## src/rtl/wb_bus_pkg.sv

```systemverilog
// wb_bus_pkg: shared state/termination types and the byte-select width helper
//   for the Wishbone single-transfer master.
package wb_bus_pkg;
  typedef enum logic [1:0] {IDLE, BUS, BACKOFF, RESP} state_t;
  typedef enum logic [1:0] {TERM_ACK, TERM_ERR, TERM_RTY, TERM_TMO} term_t;
  function automatic int WB_SEL_W(input int data_w);
    return data_w / 8;
  endfunction
endpackage

```

## src/rtl/wb_bus_master_if.sv

```systemverilog
// wb_bus_master_if: client request/response port plus Wishbone initiator signals.
//   master modport: the initiator (wb_bus_master); slave modport: client and bus side.
//   req_*  : valid/ready request (we, addr, wdata, sel)
//   resp_* : valid/ready response (rdata, err)
//   cyc_o stb_o we_o adr_o dat_o sel_o / dat_i ack_i err_i rty_i : Wishbone classic
interface wb_bus_master_if #(parameter int ADDR_W = 32, parameter int DATA_W = 32);
  import wb_bus_pkg::*;
  localparam int SEL_W = WB_SEL_W(DATA_W);
  logic req_valid, req_ready, req_we;
  logic [ADDR_W-1:0] req_addr;
  logic [DATA_W-1:0] req_wdata;
  logic [SEL_W-1:0] req_sel;
  logic resp_valid, resp_ready, resp_err;
  logic [DATA_W-1:0] resp_rdata;
  logic cyc_o, stb_o, we_o;
  logic [ADDR_W-1:0] adr_o;
  logic [DATA_W-1:0] dat_o, dat_i;
  logic [SEL_W-1:0] sel_o;
  logic ack_i, err_i, rty_i;
  modport master(
    input req_valid, req_we, req_addr, req_wdata, req_sel, resp_ready, dat_i, ack_i, err_i, rty_i,
    output req_ready, resp_valid, resp_rdata, resp_err, cyc_o, stb_o, we_o, adr_o, dat_o, sel_o
  );
  modport slave(
    output req_valid, req_we, req_addr, req_wdata, req_sel, resp_ready, dat_i, ack_i, err_i, rty_i,
    input req_ready, resp_valid, resp_rdata, resp_err, cyc_o, stb_o, we_o, adr_o, dat_o, sel_o
  );
endinterface

```

## src/rtl/wb_bus_master_term_timer.sv

```systemverilog
// wb_term_timer: retry counter and optional bus-cycle timeout counter.
//   clk, rst               : clock, async active-high reset
//   retry_clr, retry_inc   : clear / increment the retry count
//   tmr_clr, tmr_run       : clear / advance the timeout count
//   exhausted              : retry count has reached MAX_RETRY
//   expired                : timeout count at TIMEOUT_CYCLES-1 (always 0 unless WB_MASTER_TIMEOUT_EN)
module wb_term_timer #(
  parameter int MAX_RETRY = 4,
  parameter int TIMEOUT_CYCLES = 256
) (
  input  logic clk,
  input  logic rst,
  input  logic retry_clr,
  input  logic retry_inc,
  input  logic tmr_clr,
  input  logic tmr_run,
  output logic exhausted,
  output logic expired
);
  localparam int RW = $clog2(MAX_RETRY + 1);
  logic [RW-1:0] retry_cnt;
  always_ff @(posedge clk or posedge rst)
    if (rst) retry_cnt <= '0;
    else if (retry_clr) retry_cnt <= '0;
    else if (retry_inc) retry_cnt <= retry_cnt + 1'b1;
  assign exhausted = retry_cnt == RW'(MAX_RETRY);
`ifdef WB_MASTER_TIMEOUT_EN
  localparam int TW = $clog2(TIMEOUT_CYCLES);
  logic [TW-1:0] tmr_cnt;
  always_ff @(posedge clk or posedge rst)
    if (rst) tmr_cnt <= '0;
    else if (tmr_clr) tmr_cnt <= '0;
    else if (tmr_run) tmr_cnt <= tmr_cnt + 1'b1;
  assign expired = tmr_cnt == TW'(TIMEOUT_CYCLES - 1);
`else
  logic unused_tmo;
  assign unused_tmo = |{TIMEOUT_CYCLES, tmr_clr, tmr_run};
  assign expired = 1'b0;
`endif
endmodule

```

## src/rtl/wb_bus_master.sv

```systemverilog
// wb_bus_master: Wishbone classic single-transfer initiator with bounded rty reissue.
//   clk_bus, rst_bus : bus clock, async active-high reset
//   bus              : wb_bus_master_if.master (client req/resp + Wishbone signals)
//   Optional bus timeout enabled by defining WB_MASTER_TIMEOUT_EN.
module wb_bus_master
  import wb_bus_pkg::*;
#(
  parameter int ADDR_W = 32,
  parameter int DATA_W = 32,
  parameter int MAX_RETRY = 4,
  parameter int TIMEOUT_CYCLES = 256
) (
  input logic clk_bus,
  input logic rst_bus,
  wb_bus_master_if.master bus
);
  localparam int SEL_W = WB_SEL_W(DATA_W);
  state_t state, nxt;
  term_t term;
  logic hit, exhausted, expired, retry_clr, retry_inc;
  logic cyc_n, stb_n, we_n, rv_n, re_n;
  logic [ADDR_W-1:0] adr_n;
  logic [DATA_W-1:0] dat_n, rd_n;
  logic [SEL_W-1:0] sel_n;
  wb_term_timer #(.MAX_RETRY(MAX_RETRY), .TIMEOUT_CYCLES(TIMEOUT_CYCLES)) u_timer (
    .clk(clk_bus),
    .rst(rst_bus),
    .retry_clr(retry_clr),
    .retry_inc(retry_inc),
    .tmr_clr(nxt == BUS && state != BUS),
    .tmr_run(state == BUS),
    .exhausted(exhausted),
    .expired(expired)
  );
  assign bus.req_ready = state == IDLE;
  // A real termination on the expiry cycle takes precedence over the timeout.
  assign hit = bus.err_i | bus.ack_i | bus.rty_i | expired;
  assign term = bus.err_i ? TERM_ERR : bus.ack_i ? TERM_ACK : bus.rty_i ? TERM_RTY : TERM_TMO;
  always_comb begin
    nxt = state;
    cyc_n = bus.cyc_o;
    stb_n = bus.stb_o;
    we_n = bus.we_o;
    adr_n = bus.adr_o;
    dat_n = bus.dat_o;
    sel_n = bus.sel_o;
    rv_n = bus.resp_valid;
    re_n = bus.resp_err;
    rd_n = bus.resp_rdata;
    retry_clr = 1'b0;
    retry_inc = 1'b0;
    case (state)
      IDLE: if (bus.req_valid) begin
        nxt = BUS;
        cyc_n = 1'b1;
        stb_n = 1'b1;
        we_n = bus.req_we;
        adr_n = bus.req_addr;
        dat_n = bus.req_wdata;
        sel_n = bus.req_sel;
        retry_clr = 1'b1;
      end
      BUS: if (hit) begin
        cyc_n = 1'b0;
        stb_n = 1'b0;
        if (term == TERM_RTY && !exhausted) begin
          nxt = BACKOFF;
          retry_inc = 1'b1;
        end else begin
          nxt = RESP;
          rv_n = 1'b1;
          re_n = term != TERM_ACK;
          rd_n = (term == TERM_ACK && !bus.we_o) ? bus.dat_i : '0;
        end
      end
      BACKOFF: begin
        nxt = BUS;
        cyc_n = 1'b1;
        stb_n = 1'b1;
      end
      RESP: if (bus.resp_ready) begin
        nxt = IDLE;
        rv_n = 1'b0;
      end
      default: nxt = IDLE;
    endcase
  end
  always_ff @(posedge clk_bus or posedge rst_bus)
    if (rst_bus) begin
      state <= IDLE;
      bus.cyc_o <= 1'b0;
      bus.stb_o <= 1'b0;
      bus.we_o <= 1'b0;
      bus.adr_o <= '0;
      bus.dat_o <= '0;
      bus.sel_o <= '0;
      bus.resp_valid <= 1'b0;
      bus.resp_err <= 1'b0;
      bus.resp_rdata <= '0;
    end else begin
      state <= nxt;
      bus.cyc_o <= cyc_n;
      bus.stb_o <= stb_n;
      bus.we_o <= we_n;
      bus.adr_o <= adr_n;
      bus.dat_o <= dat_n;
      bus.sel_o <= sel_n;
      bus.resp_valid <= rv_n;
      bus.resp_err <= re_n;
      bus.resp_rdata <= rd_n;
    end
endmodule

```

## src/flat_wrapper.sv

```systemverilog
// flat-port wrapper written by rule: the top's interface ports become plain ports
module wb_bus_master_flat import wb_bus_pkg::*;
#(
  parameter int ADDR_W = 32,
  parameter int DATA_W = 32,
  parameter int MAX_RETRY = 4,
  parameter int TIMEOUT_CYCLES = 256
)
  (clk_bus, rst_bus, bus_req_valid, bus_req_we, bus_req_addr, bus_req_wdata, bus_req_sel, bus_resp_ready, bus_dat_i, bus_ack_i, bus_err_i, bus_rty_i, bus_req_ready, bus_resp_valid, bus_resp_rdata, bus_resp_err, bus_cyc_o, bus_stb_o, bus_we_o, bus_adr_o, bus_dat_o, bus_sel_o);
  wb_bus_master_if #(.ADDR_W(ADDR_W), .DATA_W(DATA_W)) bus_i ();
  input logic clk_bus;
  input logic rst_bus;
  input wire logic [$bits(bus_i.req_valid)-1:0] bus_req_valid;
  input wire logic [$bits(bus_i.req_we)-1:0] bus_req_we;
  input wire logic [$bits(bus_i.req_addr)-1:0] bus_req_addr;
  input wire logic [$bits(bus_i.req_wdata)-1:0] bus_req_wdata;
  input wire logic [$bits(bus_i.req_sel)-1:0] bus_req_sel;
  input wire logic [$bits(bus_i.resp_ready)-1:0] bus_resp_ready;
  input wire logic [$bits(bus_i.dat_i)-1:0] bus_dat_i;
  input wire logic [$bits(bus_i.ack_i)-1:0] bus_ack_i;
  input wire logic [$bits(bus_i.err_i)-1:0] bus_err_i;
  input wire logic [$bits(bus_i.rty_i)-1:0] bus_rty_i;
  output wire logic [$bits(bus_i.req_ready)-1:0] bus_req_ready;
  output wire logic [$bits(bus_i.resp_valid)-1:0] bus_resp_valid;
  output wire logic [$bits(bus_i.resp_rdata)-1:0] bus_resp_rdata;
  output wire logic [$bits(bus_i.resp_err)-1:0] bus_resp_err;
  output wire logic [$bits(bus_i.cyc_o)-1:0] bus_cyc_o;
  output wire logic [$bits(bus_i.stb_o)-1:0] bus_stb_o;
  output wire logic [$bits(bus_i.we_o)-1:0] bus_we_o;
  output wire logic [$bits(bus_i.adr_o)-1:0] bus_adr_o;
  output wire logic [$bits(bus_i.dat_o)-1:0] bus_dat_o;
  output wire logic [$bits(bus_i.sel_o)-1:0] bus_sel_o;
  assign bus_i.req_valid = bus_req_valid;
  assign bus_i.req_we = bus_req_we;
  assign bus_i.req_addr = bus_req_addr;
  assign bus_i.req_wdata = bus_req_wdata;
  assign bus_i.req_sel = bus_req_sel;
  assign bus_i.resp_ready = bus_resp_ready;
  assign bus_i.dat_i = bus_dat_i;
  assign bus_i.ack_i = bus_ack_i;
  assign bus_i.err_i = bus_err_i;
  assign bus_i.rty_i = bus_rty_i;
  assign bus_req_ready = bus_i.req_ready;
  assign bus_resp_valid = bus_i.resp_valid;
  assign bus_resp_rdata = bus_i.resp_rdata;
  assign bus_resp_err = bus_i.resp_err;
  assign bus_cyc_o = bus_i.cyc_o;
  assign bus_stb_o = bus_i.stb_o;
  assign bus_we_o = bus_i.we_o;
  assign bus_adr_o = bus_i.adr_o;
  assign bus_dat_o = bus_i.dat_o;
  assign bus_sel_o = bus_i.sel_o;
  wb_bus_master #(.ADDR_W(ADDR_W), .DATA_W(DATA_W), .MAX_RETRY(MAX_RETRY), .TIMEOUT_CYCLES(TIMEOUT_CYCLES)) u_core (.clk_bus(clk_bus), .rst_bus(rst_bus), .bus(bus_i));
endmodule
```

## config.mk

```make
export PLATFORM = sky130hd
export DESIGN_NAME = wb_bus_master_flat
export DESIGN_NICKNAME = d
export VERILOG_FILES = /design/src/rtl/wb_bus_pkg.sv /design/src/rtl/wb_bus_master_if.sv /design/src/rtl/wb_bus_master_term_timer.sv /design/src/rtl/wb_bus_master.sv /design/src/flat_wrapper.sv
export SDC_FILE = /design/constraint.sdc
export NUM_CORES = 1
export LEC_CHECK = 0
export ABC_CLOCK_PERIOD_IN_PS = 3400
export BUFFER_PORTS_ARGS = -buffer_cell sky130_fd_sc_hd__buf_2
export CAP_MARGIN = 30
export CORE_MARGIN = 2
export CORE_UTILIZATION = 41
export DETAILED_ROUTE_END_ITERATION = 16
export PLACE_DENSITY = 0.81
export SYNTH_ARGS = -nofsm -noshare
export SYNTH_HDL_FRONTEND = slang
export SYNTH_SLANG_ARGS = --single-unit
```

## constraint.sdc

```tcl
create_clock -name clk_bus -period 3.4 [get_ports clk_bus]
set_input_delay 0.68 -clock clk_bus [delete_from_list [all_inputs] [get_ports clk_bus]]
set_output_delay 0.68 -clock clk_bus [all_outputs]
set_load 0.03 [all_outputs]
```

=== After elaboration in Yosys (flattened, before gate mapping) ===
Cells that the tools add are included.

* Flip-flop bits (word level): 109
* Latch bits: 0
* Bits in writable memories: 0
* ROM bits: 0
* Bits of input ports: 108
* Output and inout port bits: 106
* Logic and storage cells: 61
* Memories kept: 0

* Add/subtract/negate cells: 1
* Multiply operators: 0
* Divide/modulo/power cells: 0
* Order comparisons: 0
* Equality and inequality tests: 9
* Shifts and indexed selects: 0
* Multiplexer cells: 23
* Bitwise logic cells: 3
* Reductions and logical operators: 15

{| class="wikitable"
|+ Operators by type and width
! operator !! number
|-
| $mux W32 || 1
|-
| $mux W1 || 12
|-
| $mux W2 || 5
|-
| $reduce_and A3 Y1 || 3
|-
| $pmux W2 S4 || 1
|-
| $eq A2 B2 Y1 const B || 3
|-
| $mux W3 || 2
|-
| $ne A2 B2 Y1 const B || 3
|-
| $reduce_bool A2 Y1 || 3
|-
| $logic_not A2 Y1 || 2
|-
| $reduce_and A4 Y1 || 1
|-
| $add A3 B1 Y3 const B || 1
|-
| $eq A3 B3 Y1 const B || 1
|-
| $pmux W1 S3 || 1
|-
| $reduce_bool A3 Y1 || 1
|-
| $eq A2 B1 Y1 const B || 1
|-
| $logic_and A1 B1 Y1 || 2
|-
| $logic_not A1 Y1 || 2
|-
| $ne A2 B1 Y1 const B || 1
|-
| $or A1 B1 Y1 || 2
|-
| $pmux W1 S2 || 1
|-
| $reduce_and A2 Y1 || 1
|-
| $not A1 Y1 || 1
|}

=== Longest topological paths before layout ===
Gate-level depths: netlist of the first run.

* Word-level depth: 10
* Depth in mapped cells: 6
* Depth with buffers taken out: 5

=== Modules after synthesis ===
From an unflattened synthesis of the first run, not the netlist that was laid out.

* Cells, all modules: 269
* Area, all modules: 4550.6 um2

{| class="wikitable"
|+ Modules (own cells, without submodules)
! module !! times used !! cells each !! area an instance (um2) !! seq. area each (um2)
|-
| wb_bus_master || 1 || 251 || 4372.9 || 2652.5
|-
| wb_term_timer || 1 || 18 || 177.7 || 75.1
|}

=== Worst setup path before layout of the first run ===
No wires, ideal clock.

* Path kind: input port to flip-flop
* Start: input bus_req_valid
* End: register u_core.bus.adr_o[0]
* Library setup time: 0.125 ns
* Arrival time: 1.472 ns
* Required time: 3.275 ns
* Setup slack: 1.803 ns
* Stages on the path: 4
* Buffers on the path: 2
* Cell sequence: nor3b_2 buf_4 buf_6 mux2_2

* Word-level cells in the longest chain between the ends: 1

{| class="wikitable"
|+ RTL lines
! element !! line !! RTL
|-
| from (decl) || flat_wrapper.sv:13 || <nowiki>input wire logic [$bits(bus_i.req_valid)-1:0] bus_req_valid;</nowiki>
|-
| $reduce_and A2 Y1 (no source line) || -- ||
|-
| to (signal assigned) || wb_bus_master.sv:105 || <nowiki>bus.adr_o <= adr_n;</nowiki>
|-
| to (decl) || wb_bus_master_if.sv:22 || <nowiki>output req_ready, resp_valid, resp_rdata, resp_err, cyc_o, stb_o, we_o, adr_o, dat_o, sel_o</nowiki>
|}

No other way between the ends.
A chain may end at the register's enable or synchronous reset.

=== Worst setup path in the final report of the first run ===
* Start: register u_core.state[1]
* End: output bus_req_ready

* Word-level cells in the longest chain between the ends: 1

{| class="wikitable"
|+ RTL lines
! element !! line !! RTL
|-
| from (decl) || wb_bus_master.sv:18 || <nowiki>state_t state, nxt;</nowiki>
|-
| from (signal assigned) || wb_bus_master.sv:101 || <nowiki>state <= nxt;</nowiki>
|-
| $logic_not A2 Y1 || wb_bus_master.sv:35 || <nowiki>assign bus.req_ready = state == IDLE;</nowiki>
|-
| to (decl) || flat_wrapper.sv:23 || <nowiki>output wire logic [$bits(bus_i.req_ready)-1:0] bus_req_ready;</nowiki>
|}

No other way between the ends.

==> results of run 1 <==
## tightest hold or removal path, cell delays in order
cell and delay, ps:
sky130_fd_sc_hd__buf_2 110, sky130_fd_sc_hd__clkinvlp_4 70, sky130_fd_sc_hd__buf_12 420
## cell type report
cell class,instances,area share [%]
sequential,109,48.86
clock buffer,9,2.219
clock inverter,7,1.434
multi-input combinational,134,23.91
tap,136,3.048
inverter,5,0.4034
timing repair buffer,218,20.13
## per-layer routing
metal  wire length, um  global-route usage [%]  up-vias
met5                 0                       0        -
met4               242                   7.613        0
met3               657                   3.985       20
met2              4827                   28.43      130
met1              3707                   19.18     1483
li1                  -                       -     1380
## flip-flops by register name, indices dropped and copies added, names as in the netlist
signal / flops
u_core.bus.adr_o: 32
u_core.bus.resp_valid: 1
u_core.bus.sel_o: 4
u_core.bus.resp_err: 1
u_core.bus.we_o: 1
u_core.bus.dat_o: 32
u_core.bus.resp_rdata: 32
u_core.bus.cyc_o: 1
u_core.u_timer.retry_cnt: 3
u_core.state: 2
## final timing paths
| kind | depth (start not counted) | slack [ps] | to | startpoint |
|---|---|---|---|---|
| min | 3 | 460 | u_core.bus.resp_rdata[4] | rst_bus |
| min in group clk_bus | 1 | 510 | u_core.bus.resp_rdata[27] | u_core.bus.resp_rdata[27] |
| min reg2reg | 1 | 510 | u_core.bus.resp_rdata[27] | u_core.bus.resp_rdata[27] |
| max | 2 | 1530 | bus_req_ready | u_core.state[1] |
| max in group asynchronous | 3 | 2480 | u_core.bus.resp_rdata[1] | rst_bus |
| max reg2reg | 4 | 1580 | u_core.bus.resp_rdata[18] | u_core.state[0] |
## power by group
group	switching (mW)	leakage, nW	internal [mW]
combinational	1.86	1.42	1.06
sequential	0.329	1.35	1.89
clock	0.449	0.0968	0.350
## metrics by stage
| step | instances | total power, mW |
|---|---|---|
| 6_report | 618 | 5.940 |
| 5_1_grt | 618 | 6.256 |
| 3_5_place_dp | 602 | 5.195 |
| 3_3_place_gp | 601 | 5.080 |
| 4_1_cts | 618 | 6.002 |
| 2_1_floorplan | 265 | 4.375 |
## cell usage after synthesis, drive strengths merged
cell type  instances
nand4              1
nor2b              1
o22a               1
o21bai             1
a2bb2oi            1
o31ai              1
nor2               6
o21ai              2
a22o              32
a31oi              1
a21bo              1
mux2              72
a21oi              2
nand2              3
nand3              1
buf               17
ha                 2
dfrtp            109
and3               2
inv                5
nor3b              2
nor3               2
## logic make-up after synthesis
| family | after synthesis | share of synthesized area [%] |
|---|---|---|
| AOI/OAI and AO/OA | 42 | 9.176 |
| adders and majority gates | 2 | 0.5862 |
| buffers and inverters | 22 | 4.954 |
| DFF | 109 | 63.91 |
| muxes | 72 | 19.00 |
| and+or+nand+nor | 18 | 2.375 |
==> flow_metrics.tcl, run 1 <==
set metrics [dict create \
    result_of_the_run "complete, no violations" \
    clk_path_buf_depth 2 \
    grt_pass1_vias 3049 \
    crit_buf_inv 1 \
    setup-violations-final 0 \
    utilization_pct 54.57 \
    crit_path_max_incr_delay_ps 510 \
    routed-via-count 3013 \
    initial_core_util_pct 41.71 \
    numCtsBuffers 9 \
    io_pins 214 \
    drc_markers 0 \
    nFillCells 871 \
    finalWorstSetupSlack_ps 1531 \
    wl_per_cell_um 15.26 \
    ys_warn_count 0 \
    seqCellArea_um2 2728 \
    ir_worst_vdd_v 0.0004356 \
    final.hold.worst_slack_ps 457.7 \
    fp.dieW_um 106.0 \
    slew_headroom_pct 58.09 \
    grt_use_total_pct 16.39 \
    die_footprint_um2 11240 \
    totalNegativeSetupSlack_ps 0 \
    timing.setup.critical_path_class "reg2out" \
    clock-skew-final_ps 16.29 \
    worstMarginPinSlew_ps 628.6 \
    dpl-instance-area_um2 5379 \
    synth.distinct_cells 27 \
    crit_fanout 8 \
    final_common_cell "sky130_fd_sc_hd__buf_2" \
    detail_route.wirelength_um 9433 \
    final_worst_path_period_need_ps 1869 \
    postSynthRegisterBits 109 \
    final_antenna_net_count 0 \
    worst-endpoint-arrival_ps 1190 \
    layout.cells.most_common_list "sky130_fd_sc_hd__buf_2 (213), sky130_fd_sc_hd__dfrtp_1 (109), sky130_fd_sc_hd__mux2_2 (72)" \
    grt_setup_unrepaired "false" \
    final_max_slew_viol_count 0 \
    global_route_wire_length_before_repair_um 14530 \
    timing.final.hold_violations 0 \
    die-height_um 106.0 \
    critPathCaptureType "output port" \
    timing.critical_path.cells "nor2_1 > buf_2" \
    synth_top_cell_area_share_pct 63.91 \
    detailed_place_hpwl_um 6918 \
    achievable-frequency_mhz 535.1 \
    design.final.nets 587 \
    multiInputGateArea_um2 1335 \
    leakage_power_summed_over_all_cells_nw 2.867 \
    tritoncts "built" \
    antenna_found_initial 0 \
    synth.top_cells.by_area "sky130_fd_sc_hd__dfrtp_1 (64%), sky130_fd_sc_hd__mux2_2 (19%), sky130_fd_sc_hd__a22o_2 (5.2%)" \
    post_cts_hold_buffer_count 0 \
    syn_inst 265 \
    clk-insertion-delay-late_ps 360 \
    flow.area_growth_from_synthesis_pct 30.81 \
    maxCapViolCount 0 \
    dr.first_iter.drc_count 185 \
    cts.reportedPaths.clkPinSlew_ps 110 \
    cp_max_delay_cell "sky130_fd_sc_hd__dfrtp_1" \
    place_congestion 0.7040 \
    hold_path_class "in2async" \
    routed_vias_inst 4.875 \
    io_buffer_count 213 \
    fraction_of_final_layout_cells_sized_beyond_drive_strength_1_pct 69.29 \
    layout.cell_area.non_filler_um2 5583 \
    cts_post_setup_buffers_inserted 0 \
    drt_pass1_iterations 4 \
    placeableCoreArea_um2 10230 \
    ctsHtreeMaxLevel 3 \
    gr-total-overflow 0 \
    cts_root_buf "sky130_fd_sc_hd__clkbuf_8" \
    pwr_density_cell_nw_per_um2 1064 \
    synth_top_area_cell "sky130_fd_sc_hd__dfrtp_1" \
    layout_worst_path_cycle_share_pct 54.96 \
    synthesis.nets 375 \
    row_count 37 \
    cpLargestDelayFamily "flip-flops" \
    grt_max_degree 110 \
    clock_sink_count 109 \
    critical_path.startpoint_type "flop" \
    num_antenna_cells 0 \
    place_worst_setup_slack_ps 1363 \
    post_synth_instance_area_um2 4268 \
    worst-endpoint-required_ps 2720 \
    syn-mean-instance-area_um2 16.11 \
    synth-seq-area-share_pct 63.91 \
    postCtsResizedCells 0 \
]
Note: power is estimated with default switching activity, not from simulation.
==> inputs of run 2 (changes only) <==
- ABC_CLOCK_PERIOD_IN_PS: 3400 -> 1700
- clock period: 3.4 -> 1.7 ns (I/O delays scaled with it)
==> flow_metrics.tcl, run 2 (same netlist as run 1, synthesis figures left out) <==
set metrics [dict create \
    clk_path_buf_depth 2 \
    antenna_found_initial 0 \
    cts_post_setup_buffers_inserted 0 \
    cp_max_delay_cell "sky130_fd_sc_hd__dfrtp_1" \
    hold_path_class "in2reg" \
    grt_max_degree 55 \
    wl_per_cell_um 14.98 \
    dpl-instance-area_um2 5431 \
    dr.first_iter.drc_count 146 \
    clk-insertion-delay-late_ps 350 \
    clock_sink_count 109 \
    placeableCoreArea_um2 10230 \
    critPathCaptureType "flop" \
    fraction_of_final_layout_cells_sized_beyond_drive_strength_1_pct 69.14 \
    num_antenna_cells 0 \
    ir_worst_vdd_v 0.0009966 \
    gr-total-overflow 0 \
    cts.reportedPaths.clkPinSlew_ps 90 \
    layout_worst_path_cycle_share_pct 94.03 \
    finalWorstSetupSlack_ps 101.5 \
    detail_route.wirelength_um 9315 \
    die_footprint_um2 11240 \
    design.final.nets 591 \
    totalNegativeSetupSlack_ps 0 \
    drt_pass1_iterations 4 \
    worst-endpoint-arrival_ps 1840 \
    drc_markers 0 \
    grt_pass1_vias 3134 \
    result_of_the_run "complete, no violations" \
    grt_setup_unrepaired "false" \
    tritoncts "built" \
    min_from "bus_dat_i[20]" \
    routed_vias_inst 4.833 \
    initial_core_util_pct 41.71 \
    global_route_wire_length_before_repair_um 14990 \
    timing.setup.critical_path_class "reg2reg" \
    place_congestion 0.7049 \
    r2r_start "u_core.state[0]" \
    worstMarginPinSlew_ps 358.7 \
    largestRegisters "u_core.bus.adr_o x32, u_core.bus.dat_o x32, u_core.bus.resp_rdata x32" \
    met2_length_um 4806 \
    worst-endpoint-required_ps 1950 \
    detailroute.wirelength.met3_um 612 \
    final_max_slew_viol_count 0 \
    flow.area_growth_from_synthesis_pct 32.86 \
    row_count 37 \
    slew_headroom_pct 76.03 \
    setup-violations-final 0 \
    numCtsBuffers 9 \
    clock-skew-final_ps 7.982 \
    crit_fanout 25 \
    timing.critical_path.cells "nor3b_4 > buf_4 > mux2_2" \
    detailed_place_hpwl_um 7066 \
    layout.cells.most_common_list "sky130_fd_sc_hd__buf_2 (213), sky130_fd_sc_hd__dfrtp_1 (109), sky130_fd_sc_hd__mux2_2 (72)" \
    final_antenna_net_count 0 \
    critical_path.startpoint_type "flop" \
    routed-via-count 3006 \
    ctsHtreeMaxLevel 3 \
    pwr_density_cell_nw_per_um2 2127 \
    achievable-frequency_mhz 625.6 \
    grt_use_total_pct 16.89 \
    final_common_cell "sky130_fd_sc_hd__buf_2" \
    io_pins 214 \
    cts_root_buf "sky130_fd_sc_hd__clkbuf_8" \
    route.top_layer_used "met4" \
    cp-startpoint "u_core.state[0]" \
    fp.dieW_um 106.0 \
    m1WireLength_um 3723 \
    die-height_um 106.0 \
    leakage_power_summed_over_all_cells_nw 2.915 \
    maxCapViolCount 0 \
    layout.cell_area.non_filler_um2 5670 \
    place_worst_setup_slack_ps 100.6 \
    timing.final.hold_violations 0 \
    final_worst_path_period_need_ps 1599 \
    io_buffer_count 213 \
    crit_path_max_incr_delay_ps 470 \
]
==> run 2: cell count changes in the layout (fill, tap and decap cells not counted), moves of 2 or more <==
cell	change
sky130_fd_sc_hd__inv_6	-3
sky130_fd_sc_hd__clkinv_2	+2
sky130_fd_sc_hd__clkinvlp_4	-2
sky130_fd_sc_hd__buf_12	+3
sky130_fd_sc_hd__clkbuf_8	+2
==> run 2: layer usage <==
| layer | global-route usage, % | vias up |
|---|---|---|
| met3 | 4.476 | 15 |
| met5 | 0 | - |
| met2 | 29.95 | 124 |
| met1 | 19.55 | 1478 |
| met4 | 6.391 | 0 |
| li1 | - | 1389 |
==> run 2: cell type report <==
type | count | area, um^2
inverter | 5 | 22.52
clock buffer | 12 | 155.1
multi-input combinational | 134 | 1335
timing repair buffer | 222 | 1190
tap | 136 | 170.2
sequential | 109 | 2728
clock inverter | 4 | 70.07
fill | 863 | 4561
==> run 2: final timing paths <==
kind                                                   to  slack (ps)  cells after the start
worst max register to register       u_core.bus.adr_o[23]         100                      3
max in group asynchronous             u_core.bus.adr_o[8]         640                      4
min in group asynchronous            u_core.bus.adr_o[31]         490                      3
worst min-delay path            u_core.bus.resp_rdata[20]         190                      2
worst min register to register       u_core.bus.adr_o[30]         510                      1
worst max-delay path                 u_core.bus.adr_o[23]         100                      3
==> run 2: report_power, final <==
group,switching [mW],internal [mW]
clock,0.822,0.907
sequential,0.630,3.79
combinational,3.74,2.18
==> run 2: critical path, delay by kind of cell (launching register included) <==
family	cells	cell delay (ps)
buffers and inverters	1	340
flip-flops	1	470
multiplexers	1	380
AND/OR/NAND/NOR	1	290
==> run 2: timing repair <==
action,4_1_cts,5_1_grt
endpoints found under the setup margin,0,1
gates resized for setup,0,1
hold endpoints to repair,11,0
hold buffers,1,0
==> run 2: metrics by stage <==
| stage | hold slack (ps) | cells | power, mW | util (%) |
|---|---|---|---|---|
| 6_report | 194.8 | 622 | 12.06 | 55.42 |
| 3_3_place_gp | 321.1 | 605 | 10.24 | 53.09 |
| 4_1_cts | 170.3 | 622 | 12.19 | 55.39 |
| 5_1_grt | 166.6 | 622 | 12.73 | 55.42 |
| 3_5_place_dp | 328.6 | 605 | 10.44 | 53.09 |
| 2_1_floorplan | 469.6 | 265 | 8.751 | - |
==> inputs of run 3 (changes only) <==
- CELL_PAD_IN_SITES_DETAIL_PLACEMENT: unset -> 1
- CELL_PAD_IN_SITES_GLOBAL_PLACEMENT: unset -> 1
- CORE_UTILIZATION: 41 -> 32
==> flow_metrics.tcl, run 3 (same netlist as run 1, synthesis figures left out) <==
set metrics [dict create \
    result_of_the_run "complete, no violations" \
    clk_path_buf_depth 2 \
    final.hold.worst_slack_ps 179.8 \
    design.final.nets 588 \
    num_antenna_cells 0 \
    worstMarginPinSlew_ps 568.2 \
    final_max_slew_viol_count 0 \
    fraction_of_final_layout_cells_sized_beyond_drive_strength_1_pct 68.88 \
    drt_pass1_iterations 4 \
    r2r_cells 6 \
    seqCellArea_um2 2728 \
    layout.cell_area.non_filler_um2 5758 \
    m1WireLength_um 4056 \
    timing.setup.critical_path_class "reg2reg" \
    dpl-instance-area_um2 5479 \
    place_worst_setup_slack_ps 111.4 \
    final_common_cell "sky130_fd_sc_hd__buf_2" \
    leakage_power_summed_over_all_cells_nw 2.926 \
    crit_fanout 33 \
    cp_max_delay_cell "sky130_fd_sc_hd__dfrtp_1" \
    finalWorstSetupSlack_ps 116.6 \
    largestRegisters "u_core.bus.adr_o x32, u_core.bus.dat_o x32, u_core.bus.resp_rdata x32" \
    wl_per_cell_um 16.33 \
    multiInputGateArea_um2 1335 \
    cts.reportedPaths.clkPinSlew_ps 70 \
    fp.dieW_um 119.5 \
    ctsHtreeMaxLevel 3 \
    flow.area_growth_from_synthesis_pct 34.92 \
    cts_root_buf "sky130_fd_sc_hd__clkbuf_16" \
    crit_path_max_incr_delay_ps 360 \
    cp-startpoint "u_core.u_timer.retry_cnt[0]" \
    clock-skew-final_ps 6.285 \
    met2_length_um 5857 \
    drc_markers 0 \
    worst-endpoint-arrival_ps 1860 \
    detail_route.wirelength_um 10740 \
    die-height_um 119.5 \
    layout_worst_path_cycle_share_pct 93.14 \
    critical_path.startpoint_type "flop" \
    detailed_place_hpwl_um 7912 \
    regToRegSetupSlack_ps 120 \
    r2r_start "u_core.u_timer.retry_cnt[0]" \
    global_route_wire_length_before_repair_um 16940 \
    achievable-frequency_mhz 631.5 \
    pwr_density_cell_nw_per_um2 2159 \
    worst-endpoint-required_ps 1970 \
    setup-violations-final 0 \
    final_worst_path_period_need_ps 1583 \
    grt_max_degree 110 \
    hold_path_class "in2async" \
    numCtsBuffers 9 \
    clock_sink_count 109 \
    place_congestion 0.7214 \
    totalNegativeSetupSlack_ps 0 \
    slew_headroom_pct 62.12 \
    grt_use_total_pct 15.07 \
    layout.cells.non_filler 658 \
    cts_post_setup_buffers_inserted 0 \
    final_antenna_net_count 0 \
    detailroute.wirelength.met3_um 606 \
    utilization_pct 43.83 \
    initial_core_util_pct 32.49 \
    nFillCells 1454 \
    grt_setup_unrepaired "false" \
    io_pins 214 \
    ir_worst_vdd_v 0.0008894 \
    placed_cells_incl_taps 643 \
    gr-total-overflow 0 \
    critPathCapture "u_core.bus.resp_rdata[18]" \
    routed_vias_inst 4.632 \
    maxCapViolCount 0 \
    tritoncts "built" \
    placeableCoreArea_um2 13140 \
    timing.final.hold_violations 0 \
    dr.first_iter.drc_count 106 \
    timing.critical_path.cells "inv_1 > ha_1 > and3_1 > o31ai_4 > buf_12 > a22o_1" \
    io_buffer_count 213 \
    critPathCaptureType "flop" \
    postCtsResizedCells 0 \
    die_footprint_um2 14280 \
    clk-insertion-delay-late_ps 340 \
    layout.cells.most_common_list "sky130_fd_sc_hd__buf_2 (213), sky130_fd_sc_hd__dfrtp_1 (109), sky130_fd_sc_hd__mux2_2 (72)" \
    antenna_found_initial 0 \
    route.top_layer_used "met4" \
    grt_pass1_vias 3322 \
    crit-reg2reg-capture "u_core.bus.resp_rdata[18]" \
    row_count 42 \
    routed-via-count 3048 \
    report.power.total_mw 12.43 \
    post_cts_hold_buffer_count 0 \
]
-- run 3: changes by cell type in the layout (fill, tap and decap cells not counted) --
cell / delta
sky130_fd_sc_hd__buf_12: +1
sky130_fd_sc_hd__buf_6: -1
sky130_fd_sc_hd__clkbuf_1: +1
sky130_fd_sc_hd__dlygate4sd3_1: -1
sky130_fd_sc_hd__buf_4: -2
sky130_fd_sc_hd__clkbuf_8: -8
sky130_fd_sc_hd__clkinv_2: -1
sky130_fd_sc_hd__bufinv_16: -2
sky130_fd_sc_hd__clkbuf_16: +9
-- run 3: cell type report --
type / count / share of cell area (%)
clock buffers: 14 / 4.759
clock inverters: 1 / 0.08692
inverters: 5 / 0.3911
multi-input cells: 134 / 23.19
flip-flops and latches: 109 / 47.37
well taps: 176 / 3.824
repair buffers: 219 / 20.38
-- run 3: where the power goes --
group	internal (mW)	switching [mW]	total, mW	leakage [nW]
clock network	1.11	0.891	2.00	0.139
registers	3.79	0.641	4.44	1.35
logic	2.20	3.80	6.00	1.44
-- run 3: critical path, delay by kind of cell (launching register included) --
family                     cells  cell delay (ps)
adders and majority gates      1              220
DFF                            1              360
buffers and inverters          2              310
and+or+nand+nor                1              230
AOI/OAI and AO/OA              2              400
-- run 3: worst min path at each step --
stage,slack [ps],from,end,cells after the start
final,180,rst_bus,u_core.bus.adr_o[12],3
after floorplan,470,bus_err_i,u_core.bus.resp_err,1
after global placement,480,u_core.bus.resp_rdata[14],u_core.bus.resp_rdata[14],1
after global routing,210,bus_dat_i[26],u_core.bus.resp_rdata[26],2
after detailed placement,490,u_core.bus.resp_rdata[12],u_core.bus.resp_rdata[12],1
after CTS,190,rst_bus,u_core.bus.adr_o[14],3
-- run 3: per-layer routing --
metal	global-route usage [%]	up-vias
li1	-	1388
met1	16.65	1534
met2	27.57	110
met3	3.305	16
met4	6.618	0
met5	0	-
